**src/rtl/tcpc_reg_arbiter.sv**
```systemverilog
// Arbitrates host (I2C) and internal status-logic accesses onto a single-port TCPC register file.
// Host writes to the ALERT range are write-1-to-clear and internal requests set bits; both are done as atomic read-modify-writes.
module tcpc_reg_arbiter #(
    parameter logic [7:0] W1C_BASE = 8'h10,
    parameter int         W1C_NUM  = 2
) (
    input  logic       CLK,
    input  logic       RESET,
    input  logic       H_REQ,
    input  logic       H_WR,
    input  logic [7:0] H_ADDR,
    input  logic [7:0] H_WDATA,
    output logic       H_ACK,
    output logic [7:0] H_RDATA,
    input  logic       I_REQ,
    input  logic [7:0] I_ADDR,
    input  logic [7:0] I_SET,
    output logic       I_ACK,
    output logic       RF_EN,
    output logic       RF_WR,
    output logic [7:0] RF_ADDR,
    output logic [7:0] RF_WDATA,
    input  logic [7:0] RF_RDATA,
    output logic       BUSY
);

    typedef enum logic [2:0] {
        IDLE = 3'd0,
        RD   = 3'd1,
        WR   = 3'd2,
        WB   = 3'd3,
        ACK  = 3'd4
    } state_t;

    // A 9-bit compare keeps a range that ends at 0xFF from wrapping.
    function automatic logic in_w1c(input logic [7:0] addr);
        logic [8:0] lo;
        logic [8:0] hi;
        lo = {1'b0, W1C_BASE};
        hi = lo + 9'(W1C_NUM);
        return ({1'b0, addr} >= lo) && ({1'b0, addr} < hi);
    endfunction

    state_t     state_q,      state_d;
    logic       last_int_q,   last_int_d;
    logic       gnt_int_q,    gnt_int_d;
    logic       rmw_q,        rmw_d;
    logic [7:0] addr_q,       addr_d;
    logic [7:0] data_q,       data_d;
    logic       h_ack_q,      h_ack_d;
    logic [7:0] h_rdata_q,    h_rdata_d;
    logic       i_ack_q,      i_ack_d;
    logic       rf_en_q,      rf_en_d;
    logic       rf_wr_q,      rf_wr_d;
    logic [7:0] rf_addr_q,    rf_addr_d;
    logic [7:0] rf_wdata_q,   rf_wdata_d;
    logic       busy_q,       busy_d;

    // Next-state, arbitration and next-output logic; outputs are computed for the state being entered.
    always_comb begin
        state_d    = state_q;
        last_int_d = last_int_q;
        gnt_int_d  = gnt_int_q;
        rmw_d      = rmw_q;
        addr_d     = addr_q;
        data_d     = data_q;
        h_ack_d    = 1'b0;
        h_rdata_d  = 8'h00;
        i_ack_d    = 1'b0;
        rf_en_d    = 1'b0;
        rf_wr_d    = 1'b0;
        rf_addr_d  = 8'h00;
        rf_wdata_d = 8'h00;

        case (state_q)
            IDLE: begin
                if (H_REQ && (!I_REQ || last_int_q)) begin
                    gnt_int_d  = 1'b0;
                    last_int_d = 1'b0;
                    addr_d     = H_ADDR;
                    data_d     = H_WDATA;
                    rf_en_d    = 1'b1;
                    rf_addr_d  = H_ADDR;
                    if (H_WR && !in_w1c(H_ADDR)) begin
                        state_d    = WR;
                        rmw_d      = 1'b0;
                        rf_wr_d    = 1'b1;
                        rf_wdata_d = H_WDATA;
                    end else begin
                        state_d = RD;
                        rmw_d   = H_WR;
                    end
                end else if (I_REQ) begin
                    gnt_int_d  = 1'b1;
                    last_int_d = 1'b1;
                    addr_d     = I_ADDR;
                    data_d     = I_SET;
                    rmw_d      = 1'b1;
                    state_d    = RD;
                    rf_en_d    = 1'b1;
                    rf_addr_d  = I_ADDR;
                end else begin
                    state_d = IDLE;
                end
            end
            RD: begin
                if (rmw_q) begin
                    state_d   = WB;
                    rf_en_d   = 1'b1;
                    rf_wr_d   = 1'b1;
                    rf_addr_d = addr_q;
                    if (gnt_int_q) begin
                        rf_wdata_d = RF_RDATA | data_q;
                    end else begin
                        rf_wdata_d = RF_RDATA & ~data_q;
                    end
                end else begin
                    state_d   = ACK;
                    h_ack_d   = ~gnt_int_q;
                    i_ack_d   = gnt_int_q;
                    h_rdata_d = RF_RDATA;
                end
            end
            WR, WB: begin
                state_d = ACK;
                h_ack_d = ~gnt_int_q;
                i_ack_d = gnt_int_q;
            end
            ACK: begin
                state_d = IDLE;
            end
            default: begin
                state_d = IDLE;
            end
        endcase

        busy_d = (state_d != IDLE);
    end

    // State and output registers; reset leaves "internal" as last grant so the host wins the first tie.
    always_ff @(posedge CLK) begin
        if (RESET) begin
            state_q    <= IDLE;
            last_int_q <= 1'b1;
            gnt_int_q  <= 1'b0;
            rmw_q      <= 1'b0;
            addr_q     <= 8'h00;
            data_q     <= 8'h00;
            h_ack_q    <= 1'b0;
            h_rdata_q  <= 8'h00;
            i_ack_q    <= 1'b0;
            rf_en_q    <= 1'b0;
            rf_wr_q    <= 1'b0;
            rf_addr_q  <= 8'h00;
            rf_wdata_q <= 8'h00;
            busy_q     <= 1'b0;
        end else begin
            state_q    <= state_d;
            last_int_q <= last_int_d;
            gnt_int_q  <= gnt_int_d;
            rmw_q      <= rmw_d;
            addr_q     <= addr_d;
            data_q     <= data_d;
            h_ack_q    <= h_ack_d;
            h_rdata_q  <= h_rdata_d;
            i_ack_q    <= i_ack_d;
            rf_en_q    <= rf_en_d;
            rf_wr_q    <= rf_wr_d;
            rf_addr_q  <= rf_addr_d;
            rf_wdata_q <= rf_wdata_d;
            busy_q     <= busy_d;
        end
    end

    assign H_ACK    = h_ack_q;
    assign H_RDATA  = h_rdata_q;
    assign I_ACK    = i_ack_q;
    assign RF_EN    = rf_en_q;
    assign RF_WR    = rf_wr_q;
    assign RF_ADDR  = rf_addr_q;
    assign RF_WDATA = rf_wdata_q;
    assign BUSY     = busy_q;

endmodule

```
**config.mk**
```make
export PLATFORM = sky130hd
export DESIGN_NAME = tcpc_reg_arbiter
export DESIGN_NICKNAME = d
export VERILOG_FILES = /design/src/rtl/tcpc_reg_arbiter.sv
export SDC_FILE = /design/constraint.sdc
export NUM_CORES = 1
export LEC_CHECK = 0
export CAP_MARGIN = 20
export CORE_UTILIZATION = 35
export DETAILED_ROUTE_END_ITERATION = 8
export PLACE_DENSITY = 0.65
export RECOVER_POWER = 100
export SYNTH_ARGS = -nofsm -noshare
export SYNTH_HDL_FRONTEND = slang
export SYNTH_SLANG_ARGS = --single-unit
```
**constraint.sdc**
```tcl
create_clock -name CLK -period 1.9 [get_ports CLK]
set_input_delay 0.38 -clock CLK [delete_from_list [all_inputs] [get_ports CLK]]
set_output_delay 0.38 -clock CLK [all_outputs]
set_load 0.02 [all_outputs]
```
# Word level (Yosys, flattened, before mapping)
# Index checks and enable logic that the tools add are counted.
# classes
addsub	0
n_mul	0
div_mod_pow	0
magnitude_cmp	2
n_eq_ne	3
n_shift	0
n_mux	33
bitwise_logic	5
n_reduce_logical	12
# op_table
operator	count
$mux 8	11
$pmux 8 s2	2
$mux 1	12
$pmux 3 s3	1
$and 8x8->8	1
$ge 8x5->1 const B	1
$lt 8x5->1 const B	1
$not 8->8	1
$or 8x8->8	1
$pmux 1 s2	4
$eq 3x2->1 const B	2
$mux 3	2
$eq 3x1->1 const B	1
$logic_and 1x1->1	3
$logic_not 3->1	1
$reduce_bool 3->1	1
$reduce_or 3->1	1
$logic_not 1->1	2
$mux 2	1
$not 1->1	2
$reduce_and 2->1	1
$reduce_bool 2->1	1
$reduce_or 2->1	1
$logic_or 1x1->1	1
# word_totals
ff_bits	51
latchBits	0
ram_bits	0
rom_bits	0
output_inout_bits	29
elab_cells	69
memories	0

# Longest topological paths before layout
# depth
word_depth	8
ltp_mapped	5

# Worst setup path before layout
# Ideal clock, no wire load.
# synth_timing
path_type	input -> register
startpoint	in H_ADDR[7]
endpoint	reg rf_wdata_q[0] (netlist: RF_WDATA[0])
setup_ps	129
arrival_time_ps	1324
required_ps	1771
path_slack_ps	448
path_stages	4
n_path_buf	1
path_cell_list	or4b_1 o21ai_1 buf_4 o22ai_1
# synth_via
elab_chain_len	7
elab_cells_between_ends	8
classes_between	2 x order compare; 3 x mux; 3 x reduce/logical
# synth_lines
element	line	source
from (decl)	11	input logic [7:0] H_ADDR,
$ge 8x5->1 / $lt 8x5->1 (equally long branches)	41	return ({1'b0, addr} >= lo) && ({1'b0, addr} < hi);
$logic_and 1x1->1 *	41	
$logic_not 1->1 *	84	if (H_WR && !in_w1c(H_ADDR)) begin
$logic_and 1x1->1 *	84	
$mux 8 *	84	
$mux 8 *	77	if (H_REQ && (!I_REQ || last_int_q)) begin
$pmux 8 s2 *	75	case (state_q)
to (signal assigned)	170	rf_wdata_q <= rf_wdata_d;
to (decl)	56	logic [7:0] rf_wdata_q, rf_wdata_d;
# Mark *: on every way between the ends. The rest lies on a longest branch, timed or not.
# A chain may end at the register's enable or synchronous reset.

==> flow_metrics.tcl <==
set metrics [dict create \
    outcome "finished clean" \
    p_int_mw 1.75 \
    rsz0062_at_grt "false" \
    synth-main-ff-cell "dfxtp_1" \
    seqCellArea_mm2 0.00102 \
    p_seq_frac 0.501 \
    dpl_cell_area_mm2 0.00288 \
    fin_ws_ns 0.154 \
    finalCriticalPeriod_ns 1.75 \
    most-common-layout-cells "51 x dfxtp_1, 43 x clkdlybuf4s50_1, 30 x dlygate4sd3_1" \
    post_drt_wl_per_cell_um 15.2 \
    ys_seq_area_frac 0.500 \
    finalCritPeriodShare 0.919 \
    critPathCaptureType "flip-flop" \
    combPwrFrac 0.256 \
    die_y_um 78.4 \
    path_clk_slew_ns 0.09 \
    clock-skew-final_ns 0.00716 \
    cts_made_buffers 5 \
    drc_errors 0 \
    holdWs_ns 0.479 \
    synth-edff-count 0 \
    maxSlewHeadroom 0.588 \
    synth-simple-area-share 0.216 \
    path_max_fanout 10 \
    hold_viol 0 \
    synth_nets 256 \
    syn-instance-count 211 \
    switching_power_uw 776 \
    fin_util 0.531 \
    core.rowCount 27 \
    overflow 0 \
    critPathLaunchType "input pin" \
    design_area_mm2 0.00296 \
    hold_class "flip-flop to flip-flop" \
    fin_tns_setup_ns 0 \
    finalNonFillerCells 363 \
    yosysWarnings 0 \
    dp.cells 355 \
    initial_core_util 0.366 \
    drt_iter0_markers 131 \
    synth_xor_area_frac 0 \
    synthToLayoutAreaGrowth_pct 44.9 \
    cts_setup_buffers 0 \
    wl_mm 5.51 \
    powerDensity_mw_per_mm2 854 \
    preCtsSetupSlack_ns -0.0385 \
    dp_hpwl_mm 4.08 \
    num_antenna_cells 0 \
    pwr-share-clk 0.243 \
    leakagePower_nw 1.19 \
    grt_use_total 0.182 \
    fmax_mhz 573 \
    cts_buffer_depth 2 \
    final_common_cell "dfxtp_1" \
    root_buffer "clkbuf_8" \
    nNetsFinal 335 \
    die_area_mm2 0.00614 \
    tritoncts "yes" \
    clock-sinks 51 \
    htreeDepth 2 \
    portBuffers 73 \
    synth-compound-area-share 0.183 \
    final-setup-viol-count 0 \
    switching_share 0.307 \
    fp.dieW_um 78.4 \
    io_pins 74 \
    synthArstFlopShare 0 \
    maxSlewViolCount 0 \
    drv_cap 0 \
    irDropWorstVdd_uv 403 \
    vias 1921 \
    ys_ff_latch 51 \
    syn_area_per_cell_um2 9.67 \
    p_total_mw 2.53 \
    core_mm2 0.00557 \
    multi_input_area_um2 888 \
    yosysUniqueCellTypes 40 \
    insertion_delay_ns 0.30 \
    vias_per_cell 5.29 \
    r2r_setup_slack_ns 0.28 \
    grt_antenna_before_repair 0 \
    grt_pass1_vias 1816 \
    crit_type "input pin to flip-flop" \
    grt_max_degree 19 \
    firstDrtPassIters 4 \
    mappedNetlistArea_mm2 0.00204 \
    synthMuxAreaShare 0.0392 \
    cts_resized 0 \
    tightestPinTransition_ns 0.618 \
    antenna_left 0 \
    gp_congestion 0.818 \
    required_ns 2.07 \
    arrival_ns 1.92 \
    grt_pass1_wl_mm 8.74 \
    drive_gt1_frac 0.0928 \
    cts_hold_buf 0 \
    yosys.area_share.adder 0 \
    synth_top_family_by_area "simple AND/OR/NAND/NOR gates" \
    fill_cells 537 \
]
-- cells in the mapped netlist, types with 2 or more instances --
cell type / count / area share
nand3_1: 13 / 0.032
nand2b_1: 2 / 0.0061
nand2_1: 8 / 0.015
o211ai_1: 2 / 0.0074
o22ai_1: 2 / 0.0061
a21oi_1: 5 / 0.012
a221o_1: 6 / 0.029
clkbuf_1: 6 / 0.011
nor3_1: 3 / 0.0074
nor2_1: 5 / 0.0092
mux2i_1: 8 / 0.039
buf_6: 3 / 0.017
or3_1: 3 / 0.0092
o32ai_1: 6 / 0.026
nor2b_1: 3 / 0.0092
and2_1: 9 / 0.028
a31oi_1: 15 / 0.046
inv_1: 10 / 0.018
nor4_1: 6 / 0.018
nand4_1: 11 / 0.034
o21ai_0: 12 / 0.029
o21ai_1: 2 / 0.0049
dfxtp_1: 51 / 0.50
buf_2: 4 / 0.0098
-- critical path: stages --
cell,delay (ns)
dlygate4sd3_1,0.58
clkbuf_1,0.28
inv_1,0.09
buf_4,0.17
nand2_1,0.27
o21ai_0,0.14
-- cells by family after synthesis --
group                  Yosys count
and+or+nand+nor                 72
AOI/OAI and AO/OA               55
DFF                             51
buffers and inverters           25
muxes                            8
-- final cells by class --
| class | count | share of cell area |
|---|---|---|
| clock inverter | 3 | 0.00677 |
| timing repair buffer | 87 | 0.281 |
| tap | 72 | 0.0305 |
| inverter | 10 | 0.0127 |
| clock buffer | 5 | 0.0233 |
| sequential | 51 | 0.345 |
| multi-input combinational | 135 | 0.300 |
-- power groups by stage --
stage	clock, mW	sequential, mW	combinational (mW)
5_1_grt	0.674	1.28	0.707
4_1_cts	0.632	1.27	0.671
3_3_place_gp	0	1.29	0.663
3_5_place_dp	0	1.29	0.669
2_1_floorplan	0	1.33	0.348
6_report	0.614	1.27	0.646
-- flip-flops by register name (all words and copies together), names as in the netlist, 3 cells and up --
register and flops:
RF_ADDR 8, data_q 8, H_RDATA 8, state_q 3, addr_q 8, RF_WDATA 8
-- worst paths after layout --
check	start	endpoint	cells after the start
worst max-delay path	RESET	state_q[1]	6
worst max register to register	state_q[0]	data_q[7]	3
worst min register to register	addr_q[6]	RF_ADDR[6]	2
worst min-delay path	addr_q[6]	RF_ADDR[6]	2
-- metal layers --
layer / wire [um] / vias up / GRT usage
met2: 2850 / 52 / 0.312
met4: 38 / 0 / 0.0500
met5: 0 / - / 0
met1: 2420 / 919 / 0.237
met3: 208 / 4 / 0.0291
li1: - / 946 / -
Power figures use the tool's default switching activity.
